$ cat config.mk
export PLATFORM = sky130hd
export DESIGN_NAME = library_load
export DESIGN_NICKNAME = d
export VERILOG_FILES = /design/src/rtl/library_load.sv
export SDC_FILE = /design/constraint.sdc
export NUM_CORES = 1
export LEC_CHECK = 0
export ABC_AREA = 1
export BUFFER_PORTS_ARGS = -buffer_cell sky130_fd_sc_hd__buf_2
export CORE_MARGIN = 1.5
export CORE_UTILIZATION = 30
export DETAILED_ROUTE_END_ITERATION = 6
export HOLD_SLACK_MARGIN = 0.1
export PLACE_DENSITY = 0.44
export SLEW_MARGIN = 10
export SYNTH_ARGS = -nofsm -noshare
export SYNTH_HDL_FRONTEND = slang
export SYNTH_SLANG_ARGS = --single-unit
export TNS_END_PERCENT = 50
$ cat constraint.sdc
create_clock -name i_clk -period 2.65 [get_ports i_clk]
set_clock_uncertainty 0.05 [all_clocks]
set_input_delay 0.53 -clock i_clk [delete_from_list [all_inputs] [get_ports i_clk]]
set_output_delay 0.53 -clock i_clk [all_outputs]
set_load 0.01 [all_outputs]
$ cat src/rtl/library_load.sv
// library_load: replays one stored stroke from the 26-slot point library.
// Reads {4'b0, slot, index} from a fixed-latency memory port, buffers the
// returned points in a small first-word-fall-through FIFO, and presents them
// downstream on a valid/ready stream.
//
// Ports:
//   i_clk, i_rst_n        clock / asynchronous active-low reset
//   i_start, i_slot, i_len replay request (sampled only in IDLE)
//   i_abort               synchronous abort of a replay in progress
//   o_rd_en, o_addr       memory read strobe and address
//   i_rd_data             read data {x[4:0], y[4:0]}, RD_LAT cycles after o_rd_en
//   o_valid, i_ready      output point handshake; o_x / o_y are 0 when !o_valid
//   o_busy                high while reading or draining
//   o_done                one-cycle pulse after the last point is accepted
//   o_err                 one-cycle pulse when a start names slot >= 26
module library_load #(
  parameter int unsigned RD_LAT     = 1,
  parameter int unsigned FIFO_DEPTH = 4
) (
  input  logic        i_clk,
  input  logic        i_rst_n,
  input  logic        i_start,
  input  logic [4:0]  i_slot,
  input  logic [10:0] i_len,
  input  logic        i_abort,
  output logic        o_rd_en,
  output logic [19:0] o_addr,
  input  logic [9:0]  i_rd_data,
  output logic        o_valid,
  input  logic        i_ready,
  output logic [4:0]  o_x,
  output logic [4:0]  o_y,
  output logic        o_busy,
  output logic        o_done,
  output logic        o_err
);

  localparam int unsigned AW = $clog2(FIFO_DEPTH);

  typedef enum logic [1:0] {IDLE, READ, DRAIN} state_t;

  state_t              state;
  logic [4:0]          slot_r;
  logic [10:0]         len_r;
  logic [10:0]         idx_r;
  logic [11:0]         recv_r;
  logic [RD_LAT-1:0]   inflight_sr;
  logic [RD_LAT-1:0]   sr_next;
  logic [9:0]          fifo_mem [FIFO_DEPTH];
  logic [AW-1:0]       wr_ptr;
  logic [AW-1:0]       rd_ptr;
  logic [AW:0]         fifo_count;
  logic [15:0]         inflight_cnt;
  logic [15:0]         credit_used;
  logic [9:0]          head;
  logic                rd_issue;
  logic                fifo_push;
  logic                fifo_pop;
  logic                last_pop;
  logic                abort_act;

  always_comb begin
    inflight_cnt = '0;
    for (int unsigned i = 0; i < RD_LAT; i++) begin
      inflight_cnt = inflight_cnt + 16'(inflight_sr[i]);
    end
    // Credit counts both buffered points and reads still in the memory pipe,
    // so the FIFO can never overflow regardless of downstream stalls.
    credit_used = 16'(fifo_count) + inflight_cnt;
    rd_issue    = (state == READ) && (idx_r < len_r) &&
                  (credit_used < 16'(FIFO_DEPTH));
    o_rd_en     = rd_issue;
    o_addr      = rd_issue ? {4'b0, slot_r, idx_r} : '0;

    o_valid     = (fifo_count != '0);
    head        = fifo_mem[rd_ptr];
    o_x         = o_valid ? head[9:5] : '0;
    o_y         = o_valid ? head[4:0] : '0;
    o_busy      = (state != IDLE);

    fifo_pop    = o_valid && i_ready;
    fifo_push   = inflight_sr[RD_LAT-1];
    // Shift in the new issue at bit 0; the top bit marks a return this cycle.
    sr_next     = RD_LAT'({inflight_sr, rd_issue});
    last_pop    = fifo_pop && ((recv_r + 12'd1) == {1'b0, len_r});
    abort_act   = i_abort && (state != IDLE);
  end

  always_ff @(posedge i_clk) begin
    if (fifo_push && !abort_act) begin
      fifo_mem[wr_ptr] <= i_rd_data;
    end
  end

  always_ff @(posedge i_clk or negedge i_rst_n) begin
    if (!i_rst_n) begin
      state       <= IDLE;
      slot_r      <= '0;
      len_r       <= '0;
      idx_r       <= '0;
      recv_r      <= '0;
      inflight_sr <= '0;
      wr_ptr      <= '0;
      rd_ptr      <= '0;
      fifo_count  <= '0;
      o_done      <= 1'b0;
      o_err       <= 1'b0;
    end else begin
      o_done <= 1'b0;
      o_err  <= 1'b0;
      if (abort_act) begin
        // Flush everything; clearing the shift register drops late returns.
        state       <= IDLE;
        inflight_sr <= '0;
        wr_ptr      <= '0;
        rd_ptr      <= '0;
        fifo_count  <= '0;
      end else begin
        inflight_sr <= sr_next;
        if (fifo_push) wr_ptr <= wr_ptr + 1'b1;
        if (fifo_pop)  rd_ptr <= rd_ptr + 1'b1;
        fifo_count <= fifo_count + (AW+1)'(fifo_push) - (AW+1)'(fifo_pop);
        if (fifo_pop)  recv_r <= recv_r + 12'd1;

        case (state)
          IDLE: begin
            if (i_start && !i_abort) begin
              if (i_slot < 5'd26) begin
                state  <= READ;
                slot_r <= i_slot;
                len_r  <= i_len;
                idx_r  <= '0;
                recv_r <= '0;
              end else begin
                o_err <= 1'b1;
              end
            end
          end
          READ: begin
            if (len_r == '0) begin
              state  <= IDLE;
              o_done <= 1'b1;
            end else if (rd_issue) begin
              idx_r <= idx_r + 11'd1;
              if ((idx_r + 11'd1) == len_r) state <= DRAIN;
            end
          end
          DRAIN: begin
            if (last_pop) begin
              state  <= IDLE;
              o_done <= 1'b1;
            end
          end
          default: state <= IDLE;
        endcase
      end
    end
  end

endmodule
==> Word level (Yosys, flattened, before mapping) <==
Memories as Yosys holds them, arrays and structs flattened.
Index checks and enable logic that the tools add are counted.
W data, S select, Z words.
{ "word_totals": {"regBits": 51, "ram_bits": 40, "out_inout_bits": 35, "word_cells": 91, "n_memories": 1} }
{ "op_classes": {"add_sub_neg": 7, "order_cmp": 3, "eq_ne": 13, "muxes": 36, "bitwise": 1, "reduce_logical": 19} }
{ "mem_list": {"columns": ["memory", "depth", "word_bits", "rd", "rd_clocked_by_memory_dff", "write_ports", "line", "rtl"], "rows": [
  ["fifo_mem", 4, 10, 1, 0, 1, "49", "logic [9:0] fifo_mem [FIFO_DEPTH];"]
]} }
{ "ops": {"columns": ["op", "count"], "rows": [
  ["$mux W12", 4],
  ["$mux W11", 4],
  ["$mux W2", 11],
  ["$pmux W11 S2", 1],
  ["$mux W16", 1],
  ["$add A12 B1 Y12 const B", 1],
  ["$eq A12 B11 Y1", 1],
  ["$add A11 B1 Y11 const B", 1],
  ["$eq A11 B11 Y1", 1],
  ["$logic_not A11 Y1", 1],
  ["$lt A11 B11 Y1", 1],
  ["$mux W1", 10],
  ["$mux W5", 2],
  ["$ne A3 B3 Y1 const B", 3],
  ["$ne A2 B2 Y1 const B", 4],
  ["$reduce_bool A2 Y1", 4],
  ["$logic_and A1 B1 Y1", 7],
  ["$pmux W2 S3", 1],
  ["$reduce_and A6 Y1", 1],
  ["$lt A5 B5 Y1 const B", 1],
  ["$reduce_and A5 Y1", 1],
  ["$add A2 B1 Y2 const B", 2],
  ["$add A3 B1 Y4", 1],
  ["$lt A4 B3 Y1 const B", 1],
  ["other kinds (13)", 14]
]} }

==> Logic depth before layout (Yosys ltp) <==
Gate-level depths: netlist of the first run.
{ "logic_depth": {"word_depth": 7, "depth_mapped": 16} }

==> Worst setup path after synthesis of the first run <==
OpenSTA, ideal clock, no wires.
{ "synth_timing": {"path_kind": "flip-flop to output port", "startpoint": "reg idx_r[2]", "endpoint": "out o_addr[10]", "arrival_time_ns": 1.801, "t_required_ns": 2.070, "path_slack_ns": 0.269, "stages_incl_launch_ff": 10, "cell_sequence": "dfrtp_1 -> ha_1 -> a21oi_1 -> o21ai_0 -> nand3_1 -> nand4_1 -> nor2_2 -> inv_2 -> clkbuf_1 -> nor2_1"} }
{ "synth_via": {"elab_chain_len": 4} }
{ "synth_rtl": {"columns": ["element", "line", "rtl"], "rows": [
  ["start, declared", "45", "logic [10:0] idx_r;"],
  ["start signal, assigned", "144", "idx_r <= idx_r + 11'd1;"],
  ["$lt A11 B11 Y1", "70", "rd_issue = (state == READ) && (idx_r < len_r) &&"],
  ["$logic_and A1 B1 Y1 (2 in a row)", "70", null],
  ["net o_rd_en", "26", "output logic o_rd_en,"],
  ["$mux W16", "73", "o_addr = rd_issue ? {4'b0, slot_r, idx_r} : '0;"],
  ["end, declared", "27", "output logic [19:0] o_addr,"]
]} }
The timed path passes the listed nets, and every way through them passes these cells.

==> Worst setup path in the final report of the first run <==
{ "layout_timing": {"startpoint": "reg len_r[10]", "endpoint": "out o_addr[2]"} }
{ "layout_via": {"elab_chain_len": 4} }
{ "layout_rtl": {"columns": ["element", "line", "rtl"], "rows": [
  ["start, declared", "44", "logic [10:0] len_r;"],
  ["start signal, assigned", "131", "len_r <= i_len;"],
  ["$lt A11 B11 Y1", "70", null],
  ["$logic_and A1 B1 Y1 (2 in a row)", "70", null],
  ["$mux W16", "73", null]
]} }
Every way passes these cells.

==> run metrics, run 1 <==
status completed; Final Util between 30% and 40%; Final #Nets 791; synth unique cells 36; CTS H-Tree Depth 3; Die Y roughly 130 um; dpl hpwl around 10,000 um; maximum clock path buffer count 2; Post-DRT Antenna Nets 0; count of flip-flops with a built-in enable after synthesis 40; Routed WL 14,300 um; Layout area overhead 28.5%; Setup Crit Path Kind reg2out; initial antenna violation count 0; FFs w/ async S/R, synth 56.0%; drt first pass iters 4; via count 4,498; Port-buffer cells 61; Final Hold Fails 0; Switching Share 42.6%; share of layout cells above drive strength 1 26.1%; WL per Instance roughly 15 um; Internal Power 3.95 mW; WHS 136 ps; total gr overflow 0; max-capacitance violation count 0; clk sinks 91; Slew Limit Fails 0; # setup viols final 0; power per standard cell area 1040 nW/um^2; CP endpoint kind output port; num ports between 60 and 70; Hold Crit Class in2async; 1st-iter DRT viols 243; CTS Root Buffer Type clkbuf_16; RSZ-0062 raised after global routing yes; CTS Buf Count 9; Avg Vias per Cell 4.69; Die X 134 um; Yosys Warn Count 0; Mapped Area 5150 um^2; Tmin final ~2600 ps; Mapped Cells 633; share of power burned in the clock network 18.6%; Final GP Congestion 0.873; Max IR drop VDD ~430 uV; P_leak approximately 2.9 nW; arrival time worst endpoint 2020 ps; CTS clk-pin slew, worst paths approximately 70 ps; Rows 47; CP Data Required Time 2070 ps; Slew HR a little under a third; die area 18,000 um^2; vias in the first global route 4,471; drc violations 0; Startpoint Class flop; period utilisation layout a little over nine tenths; sw power just under 3 mW; n_diodes 0; CTS tree built; total track usage 16.3%; clk_lat worst skew 350 ps; Worst Tran Pin Value about 1000 ps; Fmax achieved 0.385 GHz; Post-synth top flop dfrtp_1; global-route wire length before repair approximately 22,000 um; number of synthesized register bits 91; Combinational Power Share 50.4%; register area share after synthesis 48.1%; Flop pwr share 31.0%; Initial Util 30.8%; Post-CTS Hold Buffers 0; largest net degree at the start of global routing 34; Syn Area/Cell approximately 8 um^2; worst-path fanout max 8; CORE AREA around 17,000 um^2
## through the flow
stage	power, mW	area (um^2)	worst slack (ps)	TNS, ps	instances
after CTS	6.63	6250	3.00	0	952
after global placement	5.19	5890	293	0	929
after detailed placement	5.21	5890	234	0	929
final	6.89	6620	52.1	0	960
after floorplan	4.10	5160	269	0	636
after global routing	7.49	6620	-55.9	-664	960
## Yosys cell counts, types with 2 or more instances
library cell / instances / share of area [%]
edfxtp_1: 40 / 23
nand2_1: 129 / 9.4
o21ai_2: 2 / 0.34
nor3_1: 6 / 0.58
nand3_2: 2 / 0.39
buf_4: 5 / 0.73
o21ai_1: 4 / 0.39
clkbuf_1: 11 / 0.80
nor2_2: 4 / 0.49
o21ai_0: 52 / 5.1
buf_2: 3 / 0.29
inv_1: 71 / 5.2
xor2_1: 6 / 1.0
nor2_4: 3 / 0.66
a21oi_1: 26 / 2.5
inv_2: 6 / 0.44
clkinv_1: 2 / 0.15
nor2_1: 100 / 7.3
nand2_2: 10 / 1.2
ha_1: 23 / 5.6
dfrtp_1: 51 / 25
xnor2_1: 2 / 0.34
o31ai_1: 8 / 1.2
nand4_1: 13 / 1.6
nand3_1: 41 / 4.0
nor4_1: 2 / 0.24
a211oi_1: 2 / 0.29
## placed cells by master, fill, tap and decap left out, types with 4 or more instances in the layout
cell type  netlist  final
xor2_1           6      6
inv_2            6     13
nand4_1         13     13
clkbuf_16        0     10
nand2_2         10     12
ha_1            23     16
nand3_1         41     41
nor2_4           3     14
nor3_1           6      6
buf_6            0     10
o21ai_1          4      6
a21oi_2          0      5
a21oi_1         26     21
dfrtp_2          0      4
inv_1           71     64
dfrtp_1         51     47
nor2_1         100     84
o31ai_1          8      8
o21ai_0         52     50
ha_4             0      7
edfxtp_1        40     40
buf_4            5     46
buf_2            3     50
nor2_2           4      9
conb_1           1      4
nand2_1        129    127
## path summary, 6_finish.rpt
path,from,to,slack (ps),cells past startpoint
worst max register to register,state[0],recv_r[11],270,9
worst min register to register,slot_r[4],slot_r[4],440,2
worst max-delay path,len_r[10],o_addr[2],50,10
max in group asynchronous,i_rst_n,idx_r[9],1720,2
min in group i_clk,i_len[0],len_r[0],340,3
worst min-delay path,i_rst_n,recv_r[2],140,1
## state kept, by name, summed over array words and instances (netlist names)
signal,cells
idx_r,11
fifo_push,1
fifo_mem,40
fifo_count,3
wr_ptr,2
o_done,1
recv_r,12
state,2
len_r,11
slot_r,5
o_err,1
rd_ptr,2
## power by group through the flow
stage / Combinational [mW] / Clock, mW / Sequential, mW
after CTS: 3.17 / 1.33 / 2.13
after detailed placement: 3.05 / 0 / 2.16
after floorplan: 2.00 / 0 / 2.10
final: 3.47 / 1.28 / 2.13
after global placement: 3.04 / 0 / 2.15
after global routing: 3.92 / 1.38 / 2.19
## what timing repair did
action	in CTS	in global routing
resized for setup	6	65
gates cloned	0	1
setup endpoints to repair	16	17
pin swaps	2	6
buffers inserted	8	7
## critical path: stages (launching register included)
cell and delay (ps):
dfrtp_1 390, inv_2 90, ha_4 210, a21oi_2 130, o21a_1 130, nand4_1 110, nor2_2 140, inv_2 100
buf_12 160, nor2_2 70, buf_2 130
## area by class of cell
cell class              count  area [um^2]
fillers                  1748        10100
multi-input cells         446         2500
flip-flops and latches     91         2480
repair buffers            109          773
inverters                  79          297
well taps                 220          275
clock buffers               9          225
clock inverters             6         67.6
## per-layer routing
metal	vias to the layer above	global-route usage (%)	part of all wire [%]
met5	-	0	0
met4	0	4.96	1.8
met3	18	4.04	4.4
met2	96	28.5	50
met1	2107	19.6	44
li1	2277	-	-
## logic make-up after synthesis
group | after synthesis | share of synthesized area [%]
DFF | 91 | 48.1
muxes | 1 | 0.194
and+or+nand+nor | 311 | 26.0
AOI/OAI and AO/OA | 97 | 10.2
buffers and inverters | 99 | 7.65
other | 1 | 0.0728
adders and majority gates | 24 | 5.98
xor gates and xnor gates | 9 | 1.80
Note: power is estimated with default switching activity, not from simulation.
==> run 2: changes to the inputs <==
--- a/config.mk
+++ b/config.mk
@@ -7,6 +7,7 @@
 export LEC_CHECK = 0
 export ABC_AREA = 1
 export BUFFER_PORTS_ARGS = -buffer_cell sky130_fd_sc_hd__buf_2
+export CAP_MARGIN = 30
 export CORE_MARGIN = 1.5
 export CORE_UTILIZATION = 30
 export DETAILED_ROUTE_END_ITERATION = 6
==> constraint.sdc (replaced) <==
create_clock -name i_clk -period 2.7 [get_ports i_clk]
set_clock_uncertainty 0.05 [all_clocks]
set_input_delay 0.54 -clock i_clk [delete_from_list [all_inputs] [get_ports i_clk]]
set_output_delay 0.54 -clock i_clk [all_outputs]
set_load 0.01 [all_outputs]
==> run 2 against run 1 <==
The run now ends with negative setup slack left. Clock-buffer cell count rose by 1. Global-route usage rose by 0.56 points. Final cell count rose by 0.31%. Routed wire length rose by 0.80%. Via count rose by 0.62%. Combinational power fell by 5.8%. Largest cell class is now flip-flops and latches. First-iteration DRC count fell by 10%. Register-to-register slack got worse by 50 ps. Critical path depth did not move.
==> run metrics, run 2 (synthesized netlist as in run 1, its figures left out) <==
most flop-heavy register fifo_mem; Setup Crit Path Kind reg2out; Slew Limit Fails 0; n_diodes 0; period utilisation layout 102%; drc violations 0; Largest register FFs 40; CP endpoint kind output port; arrival time worst endpoint 2160 ps; Post-CTS Hold Buffers 0; Port-buffer cells 61; Tmin final 2750 ps; failing checks negative setup slack; clk_lat worst skew 360 ps; CTS tree built; Fmax achieved 0.364 GHz; CP Data Required Time 2110 ps; buffer and inverter count on the worst path 3; Post-DRT Antenna Nets 0; Worst Tran Pin Value 733 ps; vias in the first global route 4,479; biggest regs fifo_mem x40, recv_r x12; RSZ-0062 raised after global routing yes; total gr overflow 0; max incr delay on CP 380 ps; Startpoint Class flop; P_leak 2.96 nW; worst r2r src idx_r[2]; drt first pass iters 5; 1st-iter DRT viols between 200 and 250; Final GP Congestion 0.834; setup slack after layout -47.3 ps; Avg Vias per Cell 4.70; power per standard cell area 1060 nW/um^2; initial antenna violation count 0; Die X roughly 130 um; CTS Root Buffer Type clkbuf_16; CORE AREA 16,700 um^2; Filler Cells Inserted 1,717; Placed Cells 931; worst-path fanout max 8; Final Cell Area about 6500 um^2; Die Y 134 um; Final #Nets 793; CTS clk-pin slew, worst paths 70 ps; Hold Crit Class in2async; DP Worst Slack 209 ps; crit path cell chain ha_1 > a21oi_1 > o21ai_1 > nand3_1 > nand4_1 > nor2_4 > inv_4 > buf_12 > nor2_2 > buf_2; Initial Util 30.8%; global-route wire length before repair 23,100 um; maximum clock path buffer count 2; Routed WL 14,400 um; total track usage 16.8%; share of layout cells above drive strength 1 24.4%; WL per Instance 14.9 um; Final Hold Fails 0; slowest CP cell dfrtp_1; Max IR drop VDD 419 uV; Layout area overhead 26.6%; Final Util 39.0%; Rows 47; # setup viols final 13; largest net degree at the start of global routing 52; WHS 270 ps; source of the critical timing path idx_r[2]; max-capacitance violation count 0; critical path's top delay family simple AND/OR/NAND/NOR gates; die area 18,000 um^2; status finished with violations; CTS H-Tree Depth 3; clk sinks approximately 90; CTS Buf Count 9; most frequent cells in the layout nand2_1 (129), nor2_1 (88), inv_1 (66), buf_2 (60), o21ai_0 (50); dpl hpwl 10,800 um; commonest non-fill, non-tap cell in the layout nand2_1; num ports 66; final non-filler cell total roughly 960; Placement Cell Area 5910 um^2; via count 4,526; Slew HR 51.0%
==> run 2: cell count changes in the layout (fill, tap and decap cells not counted), sizes merged <==
| cell | before | now |
|---|---|---|
| buf | 108 | 111 |
| clkinvlp | 3 | 0 |
| inv | 77 | 80 |
| bufinv | 1 | 3 |
| clkinv | 4 | 2 |
==> run 2: power by group <==
| part | leakage (nW) | internal (mW) | switching (mW) | total, mW |
|---|---|---|---|---|
| registers | 1.00 | 1.80 | 0.282 | 2.09 |
| logic | 1.78 | 1.28 | 1.99 | 3.27 |
| clock network | 0.174 | 0.941 | 0.584 | 1.52 |
==> run 2: timing repair <==
| action | CTS | global route |
|---|---|---|
| resized for setup | 12 | 26 |
| pin swaps | 5 | 6 |
| buffers inserted | 10 | 6 |
| endpoints found under the setup margin | 16 | 16 |
| gates cloned | 0 | 0 |
==> run 2: cell type report <==
| cell class | instances | area, um^2 | share of cell area (%) |
|---|---|---|---|
| Clock buffer | 10 | 239 | 3.67 |
| Clock inverter | 6 | 116 | 1.78 |
| Inverter | 79 | 299 | 4.59 |
| Multi-Input combinational cell | 446 | 2400 | 36.8 |
| Sequential cell | 91 | 2480 | 38.1 |
| Tap cell | 220 | 275 | 4.22 |
| Timing Repair Buffer | 111 | 711 | 10.9 |
==> run 2: path summary, 6_finish.rpt <==
kind	end	slack (ps)	depth (start not counted)
max	o_addr[3]	-50	10
min	state[0]	270	2
max reg2reg	idx_r[4]	220	13
min reg2reg	slot_r[4]	440	2
max in group asynchronous	idx_r[0]	1830	2
min in group i_clk	len_r[1]	340	3
==> run 2: worst register-to-register path: stages, from the launching register on <==
cell and delay, ps:
dfrtp_1 380, ha_1 310, a21oi_1 140, o21ai_1 90
nand3_1 90, nand4_1 170, nor2_4 180, inv_4 80
buf_6 140, buf_4 130, nand2_1 60, nand2_2 150
buf_4 210, o31ai_1 200
==> run 2: metal layers <==
metal	wire length, um	global-route usage (%)	vias up	part of all wire [%]
li1	-	-	2285	-
met1	6420	20.9	2119	45
met2	7120	29.2	106	49
met3	618	3.33	16	4.3
met4	239	5.79	0	1.7
met5	0	0	-	0
==> run 2: stage by stage <==
step	total power [mW]	TNS, ps
global placement	5.08	0
CTS	6.81	-282
global route	7.49	-2170
detailed placement	5.11	0
floorplan	4.02	0
finish	6.88	-442
==> run 3: changes to the inputs <==
--- a/config.mk
+++ b/config.mk
@@ -5,8 +5,7 @@
 export SDC_FILE = /design/constraint.sdc
 export NUM_CORES = 1
 export LEC_CHECK = 0
-export ABC_AREA = 1
-export BUFFER_PORTS_ARGS = -buffer_cell sky130_fd_sc_hd__buf_2
+export BUFFER_PORTS_ARGS = -buffer_cell sky130_fd_sc_hd__buf_4
 export CAP_MARGIN = 30
 export CORE_MARGIN = 1.5
 export CORE_UTILIZATION = 30
==> run 3 against run 2 <==
The run still ends with negative setup slack left. Final area up 4.3%. Clock-buffer cell count is 1 lower. Synthesized area grew 0.80%. Core utilization increased by 1.5 points. Power is 12% lower. Global-route usage is 0.52 points lower. Critical path depth shrank 1. Non-clock buffer count rose by 9. Largest power group unchanged.
==> run metrics, run 3 <==
status finished with violations; failing checks negative setup slack; largest family of logic cells by synthesized area simple AND/OR/NAND/NOR gates; worst-path fanout max 7; most common cell in the netlist dfrtp_1; arrival time worst endpoint 2300 ps; via count 4,058; FFs w/ async S/R, synth 56.0%; Final Cell Area ~7000 um^2; total track usage 16.3%; Hold Crit Class in2async; Avg Vias per Cell 4.91; area of the multi-input gates 2620 um^2; # setup viols final 17; power per standard cell area between 800 and 900 nW/um^2; RSZ-0062 raised after global routing yes; 1st-iter DRT viols 251; clk_lat worst skew 350 ps; Routed WL 14,200 um; worst reg-to-reg path cell count 9; count of flip-flops with a built-in enable after synthesis 40; drt first pass iters 5; Layout area overhead 30.9%; Fmax achieved 0.346 GHz; total gr overflow 0; period utilisation layout 107%; register area share after synthesis 47.7%; setup TNS -2350 ps; commonest non-fill, non-tap cell in the layout buf_4; slowest CP cell dfrtp_1; Adder-Cell Fraction of Synth Area 5.93%; most flop-heavy register fifo_mem; Mapped Cells 502; Setup Crit Path Kind reg2out; Die X between 100 and 150 um; P_leak 2.83 nW; Simple-Gate Fraction of Synth Area 19.3%; Post-DRT Antenna Nets 0; Placement Cell Area ~6200 um^2; Final GP Congestion 0.810; n_diodes 0; Synth Area in XOR/XNOR approximately 6%; top post-synthesis cells by area dfrtp_1 (25%), edfxtp_1 (23%), ha_1 (5.5%); biggest regs fifo_mem x40, recv_r x12; Final #Nets 656; Post-synth top flop dfrtp_1; max-capacitance violation count 0; CTS Root Buffer Type clkbuf_16; clk sinks 91; Final Hold Fails 0; num ports 66; setup slack after layout -193 ps; Post-CTS Hold Buffers 0; Slew Limit Fails 0; Tmin final 2890 ps; CTS H-Tree Depth 3; Largest register FFs 40; CP Data Required Time 2110 ps; max incr delay on CP 390 ps; maximum clock path buffer count 2; global-route wire length before repair between 20,000 and 25,000 um; share of layout cells above drive strength 1 approximately 31%; number of synthesized register bits 91; CTS tree built; CP endpoint kind output port; Initial Util 31.0%; crit path cell chain inv_2 > ha_4 > and4_4 > a211oi_2 > o2111ai_2 > nor2_4 > clkbuf_16 > and2_1 > buf_4; Port-buffer cells 61; drc violations 0; Filler Cells Inserted about 1,600; Rows 47; CORE AREA 16,800 um^2; synth unique cells 62; largest net degree at the start of global routing 52; storage element area 2480 um^2; vias in the first global route about 4,100; Startpoint Class flop; initial antenna violation count 0; complex-gate fraction of the synthesized area between 10% and 20%; Slew HR between 50% and 60%; CTS clk-pin slew, worst paths ~70 ps; die area 18,100 um^2; Max IR drop VDD 430 uV; Yosys Warn Count 0; Yosys top cell by area dfrtp_1; Worst Tran Pin Value 701 ps; CTS Buf Count 9; WL per Instance 17.2 um; dpl hpwl 10,100 um; synth cell count leaders dfrtp_1 (51), nand2_1 (44), edfxtp_1 (40); top-area cell type share of the netlist area 24.6%; Syn Area/Cell 10.3 um^2; Die Y 135 um; mux contribution to synthesized area 4.72%; most frequent cells in the layout buf_4 (107), dfrtp_1 (51), nand2_1 (44), edfxtp_1 (40), o21ai_0 (32); Mapped Area roughly 5200 um^2
[run 3: power breakdown]
group / total [mW] / internal (mW) / leakage [nW] / switching [mW]
clock: 1.36 / 0.744 / 0.156 / 0.613
sequential: 1.94 / 1.72 / 1.03 / 0.224
combinational: 2.75 / 1.35 / 1.64 / 1.40
total: 6.05 / 3.81 / 2.83 / 2.24
[run 3: cell type report]
cell class | instances | area share, %
clock buffers | 9 | 3.31
clock inverters | 7 | 1.36
inverters | 30 | 1.66
multi-input cells | 349 | 38.5
flip-flops and latches | 91 | 36.4
well taps | 220 | 4.05
repair buffers | 120 | 14.7
[run 3: what timing repair did]
item                       4_1_cts  5_1_grt
gates resized for setup         12       30
gates cloned                     1        1
setup endpoints to repair       18       18
buffers inserted                 2        4
pin swaps                        2        8
[run 3: critical path, delay by kind of cell, from the launching register on]
kind | cells | cell delay [ps]
buffers and inverters | 3 | 420
AND/OR/NAND/NOR | 3 | 570
flip-flops | 1 | 390
AO/OA/AOI/OAI | 2 | 370
adder cells (fa/ha/maj) | 1 | 200
[run 3: stage by stage]
| stage | cells | util [%] | hold WS, ps | setup slack, ps | total power [mW] |
|---|---|---|---|---|---|
| detailed placement | 802 | 37.0 | 404 | -20.8 | 4.45 |
| floorplan | 505 | - | 194 | 23.0 | 3.44 |
| global route | 826 | 40.6 | 257 | -276 | 6.48 |
| global placement | 802 | 37.0 | 413 | 20.9 | 4.40 |
| finish | 826 | 40.6 | 187 | -193 | 6.05 |
| CTS | 821 | 39.5 | 219 | -164 | 5.97 |
[run 3: worst paths after layout]
| path | start | end | slack (ps) |
|---|---|---|---|
| min in group i_clk | i_slot[0] | slot_r[0] | 320 |
| max | len_r[9] | o_addr[11] | -190 |
| min | i_rst_n | idx_r[9] | 190 |
| min reg2reg | slot_r[4] | slot_r[4] | 420 |
| max reg2reg | len_r[9] | state[0] | -60 |
| max in group asynchronous | i_rst_n | rd_ptr[1] | 1950 |
[run 3: routing by layer]
layer  vias up  global-route usage [%]  routed length, um
met1      1962                    22.2               6790
met5         -                       0                  0
met3        18                    3.08                599
li1       1981                       -                  -
met2        97                    25.7               6520
met4         0                    6.21                286
[run 3: cells by family (layout without fill, tap and decap cells)]
kind of cell	Yosys count	in the layout
AOI/OAI and AO/OA	88	88
xor gates and xnor gates	35	35
adders and majority gates	24	24
buffers and inverters	65	166
DFF	91	91
muxes	12	12
other	1	4
and+or+nand+nor	186	186
